File: src/rtl/uart_frame_tx.sv
// 8N1 transmitter for the badge command frame {cmd, payload[127:0], cmd}, LSB byte first.
// Optional macro UART_FRAME_TX_GAP_EN inserts GAP_BITS idle bit-times after every stop bit except the last.
module uart_frame_tx #(
  parameter int BR_LIMIT    = 672,
  parameter int BR_BITS     = 10,
  parameter int SAMPLES     = 16,
  parameter int FRAME_BYTES = 18,
  parameter int GAP_BITS    = 1
) (
  input  logic         clk,
  input  logic         reset,
  input  logic         start,
  input  logic [7:0]   cmd,
  input  logic [127:0] payload,
  output logic         busy,
  output logic         done,
  output logic [4:0]   byte_idx,
  output logic         tx
);

  localparam int SMP_W = (SAMPLES > 1) ? $clog2(SAMPLES) : 1;
  localparam logic [BR_BITS-1:0] TICK_MAX   = BR_BITS'(BR_LIMIT - 1);
  localparam logic [SMP_W-1:0]   SAMPLE_MAX = SMP_W'(SAMPLES - 1);
  localparam logic [4:0]         LAST_BYTE  = 5'(FRAME_BYTES - 1);

  // Bad parameter sets stop elaboration rather than producing a silently wrong frame.
  generate
    if (FRAME_BYTES != 18 || (2 ** BR_BITS) <= BR_LIMIT || SAMPLES < 1 || GAP_BITS < 1) begin : g_param_check
      $error("uart_frame_tx: unsupported parameter set");
    end
  endgenerate

  typedef enum logic [2:0] {
    IDLE  = 3'd0,
    START = 3'd1,
    DATA  = 3'd2,
    STOP  = 3'd3
`ifdef UART_FRAME_TX_GAP_EN
    ,GAP  = 3'd4
`endif
  } state_t;

  state_t               state_reg;
  logic [BR_BITS-1:0]   tick_cnt_reg;
  logic [SMP_W-1:0]     sample_cnt_reg;
  logic [2:0]           bit_cnt_reg;
  logic [143:0]         shift_reg;
  logic                 bit_end;

`ifdef UART_FRAME_TX_GAP_EN
  localparam int GAP_W = (GAP_BITS > 1) ? $clog2(GAP_BITS) : 1;
  localparam logic [GAP_W-1:0] GAP_MAX = GAP_W'(GAP_BITS - 1);
  logic [GAP_W-1:0]     gap_cnt_reg;
`endif

  // Last clock of the current bit-time.
  assign bit_end = (tick_cnt_reg == TICK_MAX) && (sample_cnt_reg == SAMPLE_MAX);

  always_ff @(posedge clk or posedge reset) begin
    if (reset) begin
      state_reg      <= IDLE;
      tick_cnt_reg   <= '0;
      sample_cnt_reg <= '0;
      bit_cnt_reg    <= '0;
      shift_reg      <= '0;
      busy           <= 1'b0;
      done           <= 1'b0;
      byte_idx       <= '0;
      tx             <= 1'b1;
`ifdef UART_FRAME_TX_GAP_EN
      gap_cnt_reg    <= '0;
`endif
    end else begin
      done <= 1'b0;

      // Baud timing restarts at every bit boundary and is held at zero while idle.
      if (state_reg == IDLE || bit_end) begin
        tick_cnt_reg   <= '0;
        sample_cnt_reg <= '0;
      end else if (tick_cnt_reg == TICK_MAX) begin
        tick_cnt_reg   <= '0;
        sample_cnt_reg <= sample_cnt_reg + SMP_W'(1);
      end else begin
        tick_cnt_reg   <= tick_cnt_reg + BR_BITS'(1);
      end

      case (state_reg)
        IDLE: begin
          tx <= 1'b1;
          if (start) begin
            shift_reg <= {cmd, payload, cmd};
            state_reg <= START;
            busy      <= 1'b1;
            byte_idx  <= '0;
            tx        <= 1'b0;
          end
        end

        START: begin
          if (bit_end) begin
            state_reg   <= DATA;
            bit_cnt_reg <= '0;
            tx          <= shift_reg[0];
          end
        end

        DATA: begin
          if (bit_end) begin
            if (bit_cnt_reg == 3'd7) begin
              state_reg <= STOP;
              tx        <= 1'b1;
            end else begin
              bit_cnt_reg <= bit_cnt_reg + 3'd1;
              tx          <= shift_reg[3'(bit_cnt_reg + 3'd1)];
            end
          end
        end

        STOP: begin
          if (bit_end) begin
            if (byte_idx == LAST_BYTE) begin
              done     <= 1'b1;
              byte_idx <= '0;
              // A start seen on the completing edge chains straight into the next frame.
              if (start) begin
                shift_reg <= {cmd, payload, cmd};
                state_reg <= START;
                tx        <= 1'b0;
              end else begin
                state_reg <= IDLE;
                busy      <= 1'b0;
              end
            end else begin
              shift_reg <= shift_reg >> 8;
              byte_idx  <= byte_idx + 5'd1;
`ifdef UART_FRAME_TX_GAP_EN
              state_reg   <= GAP;
              gap_cnt_reg <= '0;
              tx          <= 1'b1;
`else
              state_reg <= START;
              tx        <= 1'b0;
`endif
            end
          end
        end

`ifdef UART_FRAME_TX_GAP_EN
        GAP: begin
          if (bit_end) begin
            if (gap_cnt_reg == GAP_MAX) begin
              state_reg <= START;
              tx        <= 1'b0;
            end else begin
              gap_cnt_reg <= gap_cnt_reg + GAP_W'(1);
            end
          end
        end
`endif

        default: begin
          state_reg <= IDLE;
          busy      <= 1'b0;
          tx        <= 1'b1;
        end
      endcase
    end
  end

endmodule
File: config.mk
export PLATFORM = sky130hd
export DESIGN_NAME = uart_frame_tx
export DESIGN_NICKNAME = d
export VERILOG_FILES = /design/src/rtl/uart_frame_tx.sv
export SDC_FILE = /design/constraint.sdc
export NUM_CORES = 1
export LEC_CHECK = 0
export ABC_AREA = 1
export CAP_MARGIN = 10
export CORE_ASPECT_RATIO = 2
export CORE_MARGIN = 4
export CORE_UTILIZATION = 35
export CTS_BUF_LIST = sky130_fd_sc_hd__clkbuf_2
export DETAILED_ROUTE_END_ITERATION = 10
export PLACE_DENSITY_LB_ADDON = 0.1
export SYNTH_ARGS = -nofsm -noshare
export SYNTH_HDL_FRONTEND = slang
export SYNTH_SLANG_ARGS = --single-unit
File: constraint.sdc
create_clock -name clk -period 11.5 [get_ports clk]
set_clock_uncertainty 0.1 [all_clocks]
set_input_delay 2.3 -clock clk [delete_from_list [all_inputs] [get_ports clk]]
set_output_delay 2.3 -clock clk [all_outputs]
set_load 0.03 [all_outputs]
Yosys cells after proc, flatten, opt, wreduce, memory -nomap -nowiden
Cells that the tools add are included.
{"block": "classes", "add_sub_neg": 4, "magnitude_cmp": 1, "bitwise": 1, "muxes": 42, "eq_ne": 16, "n_reduce_logical": 13}
{"op": "two-way mux 144 bit", "count": 3}
{"op": "case mux 144 bit (2 select lines)", "count": 1}
{"op": "two-way mux 3 bit", "count": 9}
{"op": "two-way mux 10 bit", "count": 2}
{"op": "two-way mux 1 bit", "count": 16}
{"op": "!= test 2 bit, second input constant", "count": 8}
{"op": "two-way mux 5 bit", "count": 3}
{"op": "case mux 3 bit (4 select lines)", "count": 1}
{"op": "adder 10 x 1 -> 10 bit, second input constant", "count": 1}
{"op": "== test 10 bit, second input constant", "count": 1}
{"op": "case mux 5 bit (2 select lines)", "count": 1}
{"op": "AND reduction 5 bit", "count": 2}
{"op": "< comparator 3 x 9 -> 1 bit, second input constant", "count": 1}
{"op": "two-way mux 4 bit", "count": 2}
{"op": "AND reduction 4 bit", "count": 2}
{"op": "== test 3 x 2 -> 1 bit, second input constant", "count": 2}
{"op": "case mux 3 bit (2 select lines)", "count": 1}
{"op": "nonzero test 2 bit", "count": 3}
{"op": "adder 5 x 1 -> 5 bit, second input constant", "count": 1}
{"op": "== test 5 bit, second input constant", "count": 1}
{"op": "adder 4 x 1 -> 4 bit, second input constant", "count": 1}
{"op": "== test 4 bit, second input constant", "count": 1}
{"op": "case mux 1 bit (4 select lines)", "count": 1}
{"op": "adder 3 x 1 -> 3 bit, second input constant", "count": 1}
{"op": "12 further kinds", "count": 12}
{"block": "word_totals", "input_bits": 139, "elab_cells": 86, "output_inout_bits": 8, "regBits": 172}

Logic depth before layout (Yosys ltp)
{"block": "logic_depth", "ltp_word": 6, "mapped_depth": 11, "depth_no_buf": 9}

Worst setup path after synthesis
Ideal clock, no wire load.
{"block": "synth_path", "kind": "in2reg", "start": "input start", "end": "register shift_reg[12]", "path_stages": 8, "path_buffers": 3, "arrival_ns": 3.326, "setup_ns": 0.074, "slack_ns": 8.000, "path_cell_list": "buf_4 inv_2 buf_2 clkbuf_1 nand2_1 nand3_1 o21ai_0 o21ai_2"}
{"block": "synth_between", "elab_chain_len": 4}
{"element": "start, declared", "line_no": "12", "text": "input logic start,"}
{"element": "two-way mux 144 bit (*)"}
{"element": "two-way mux 144 bit (2 in series)"}
{"element": "case mux 144 bit (2 select lines) (*)"}
{"element": "end signal, assigned", "line_no": "91", "text": "shift_reg <= {cmd, payload, cmd};"}
{"element": "end signal, assigned", "line_no": "126", "text": "shift_reg <= {cmd, payload, cmd};"}
{"element": "end signal, assigned", "line_no": "134", "text": "shift_reg <= shift_reg >> 8;"}
{"element": "end, declared", "line_no": "47", "text": "logic [143:0] shift_reg;"}
Mark *: on every way between the ends. The rest lies on a longest branch, timed or not. The select of a mux whose other input is x is not followed.
A chain may end at the register's enable or synchronous reset.

Final worst setup path
{"block": "layout_path", "start": "register byte_idx[2]", "end": "output byte_idx[2]"}
{"element": "start, declared", "line_no": "17", "text": "output logic [4:0] byte_idx,"}
{"element": "start signal, assigned", "line_no": "135", "text": "byte_idx <= byte_idx + 5'd1;"}
No word-level cell between the ends.

==> metrics.txt <==
status=finished clean; most common cell in the netlist=nand2_1; die height=246 µm; max cap viols=0; clock sink count=171; Post-synth EDFFs=0; Yosys top cell area share=42.9%; site row count=87; worst-path cell chain=clkdlybuf4s50_1; antenna violations before repair=1; Crit path max-delay family=buffers and inverters; crit path time final=4.48 ns; syn_nets=1474; Unique masters post-synth=29; Post-DP HPWL=18100 µm; Final Max Tran Viols=0; post-route insts no fill=1769; largest net degree at the start of global routing=164; Vias=8719; clock slew at reported path FFs=0.25 ns; WP buf/inv=1; Area growth syn-to-layout=15.7%; post-route setup TNS=0 ns; Synth Register Bits=171; Fin. Hold Viols=0; Syn Inst Count=1325; vias in the first global route=8539; Period Utilization, post-route=38.9%; Setup Fix Bufs, Post-CTS=0; Worst-Skew Late Latency=0.79 ns; YS warnings=0; final wirelength=27100 µm; Nets=1548; Peak VDD IR=0.172 mV; Worst EP required=9.10 ns; power per standard cell area=241 nW/µm²; Core Region=28100 µm²; cts hold-fix bufs=0; GP Congestion=0.769; critical path's largest stage delay=0.73 ns; CTS buffer count=17; sequential area share after synthesis=43.1%; Mapped Area=9930 µm²; DRT iter0 DRCs=604; Pleak=0.00522 µW; final hold slack=0.415 ns; TritonRoute pass-1 iters=5; top cells by count, synth=nand2_1 (514), dfrtp_1 (170), o21ai_1 (160); Worst Max-Slew Pin Slew=1.16 ns; DR WL/cell=15.3 µm; kind of critical path=reg2out; GRT Total Usage=17.8%; CP endpoint kind=output pin; starting density of the core=35.3%; Critical Path AT=2.08 ns; total grt overflow=0; first-pass GRT wire length=44600 µm; num ports=147; share of post-route cells with drive strength above 1=7.58%; max reg flops=144; Placed Cells=1736; startpoint type of the worst setup path=flip-flop; clock root buffer=clkbuf_2; Final Setup Violations=0; Die W=127 µm; CTS resizes=0; Max clock buf depth=2; CTS H-Tree Depth=4; post-route DRC violation count=0; die area=31300 µm²; largest cells by area after synthesis=dfrtp_1 (43%), nand2_1 (19%), o21ai_1 (8.1%); CTS tree=done; most area-hungry cell type in the Yosys netlist=dfrtp_1; post-synthesis async set-or-reset flop share=100%; unrepaired setup endpoints after global routing=no; slew margin rel.=22.8%; crit path max fanout=7; Via density=4.93; post-synthesis area per instance=7.49 µm²; Most used DFF post-synth=dfrtp_1; HP Class=reg2reg; remaining antenna violation count=0; CP max stage cell=clkdlybuf4s50_1; maximum clock frequency=0.223 GHz; Port Buffer Count=146
report_power, final:
part	internal [µW]	leakage, µW	switching (µW)
clock	117	0.000135	221
sequential	872	0.00216	231
combinational	485	0.00292	842
total	1470	0.00522	1290
layout make-up:
cell class | instances | area [µm²]
well taps | 356 | 445
flip-flops and latches | 171 | 4280
diodes | 1 | 2.50
fillers | 2996 | 16600
inverters | 23 | 93.8
clock buffers | 17 | 85.1
repair buffers | 152 | 1500
multi-input cells | 1034 | 4920
clock inverters | 15 | 153
cell usage in the layout (no fill, tap or decap), drive strengths merged:
master         Yosys  routed
xor2               7       7
dfstp              1       1
clkinvlp           0       2
nor3               5       5
bufinv             0       3
a21oi             11      11
nand2            525     525
nand4             10      10
clkdlybuf4s50      0     145
diode              0       1
buf               58       7
xnor2              1       1
dfrtp            170     170
ha                10      10
clkbuf            39      17
nor2              32      32
a31o               1       1
nor3b              1       1
inv               23      25
clkinv             0       8
nand3            160     160
o21ai            271     271
cells by family (layout without fill, tap and decap cells):
kind of cell,Yosys count,in the layout,synth area share [%]
compound gates,283,283,16.4
simple gates,733,733,31.0
buf+inv,120,207,7.46
xor+xnor,8,8,0.706
other cells,0,1,0
flops,171,171,43.1
fa+ha+maj,10,10,1.26
worst paths after layout:
| check | startpoint | endpoint | slack (ns) | cells after the start |
|---|---|---|---|---|
| worst max register to register | state_reg[0]$_DFFE_PP0P_ | shift_reg[45]$_DFFE_PP0P_ | 7.32 | 8 |
| min in group asynchronous | reset | shift_reg[106]$_DFFE_PP0P_ | 1.97 | 2 |
| worst min register to register | busy$_DFFE_PP0P_ | busy$_DFFE_PP0P_ | 0.41 | 2 |
| worst min-delay path | busy$_DFFE_PP0P_ | busy$_DFFE_PP0P_ | 0.41 | 2 |
| max in group asynchronous | reset | shift_reg[30]$_DFFE_PP0P_ | 7.85 | 3 |
| worst max-delay path | byte_idx[2]$_DFFE_PP0P_ | byte_idx[2] | 7.02 | 1 |
layer usage:
layer  global-route usage, %  share of wire (%)  vias to the layer above
met1                    21.2                 42                     4032
li1                        -                  -                     4531
met4                    4.74                1.5                        0
met3                    3.19                2.7                       23
met2                    32.5                 54                      133
met5                       0                  0                        -
through the flow:
stage               instance area, µm²  setup WS [ns]  utilization, %  power, µW
floorplan                         9930           4.47               -       2290
global placement                 11200           6.62            40.0       2430
detailed placement               11200           6.61            40.0       2470
CTS                              11500           6.88            40.9       2810
global route                     11500           6.83            40.9       3070
finish                           11500           7.02            40.9       2770
Power figures use the tool's default switching activity.
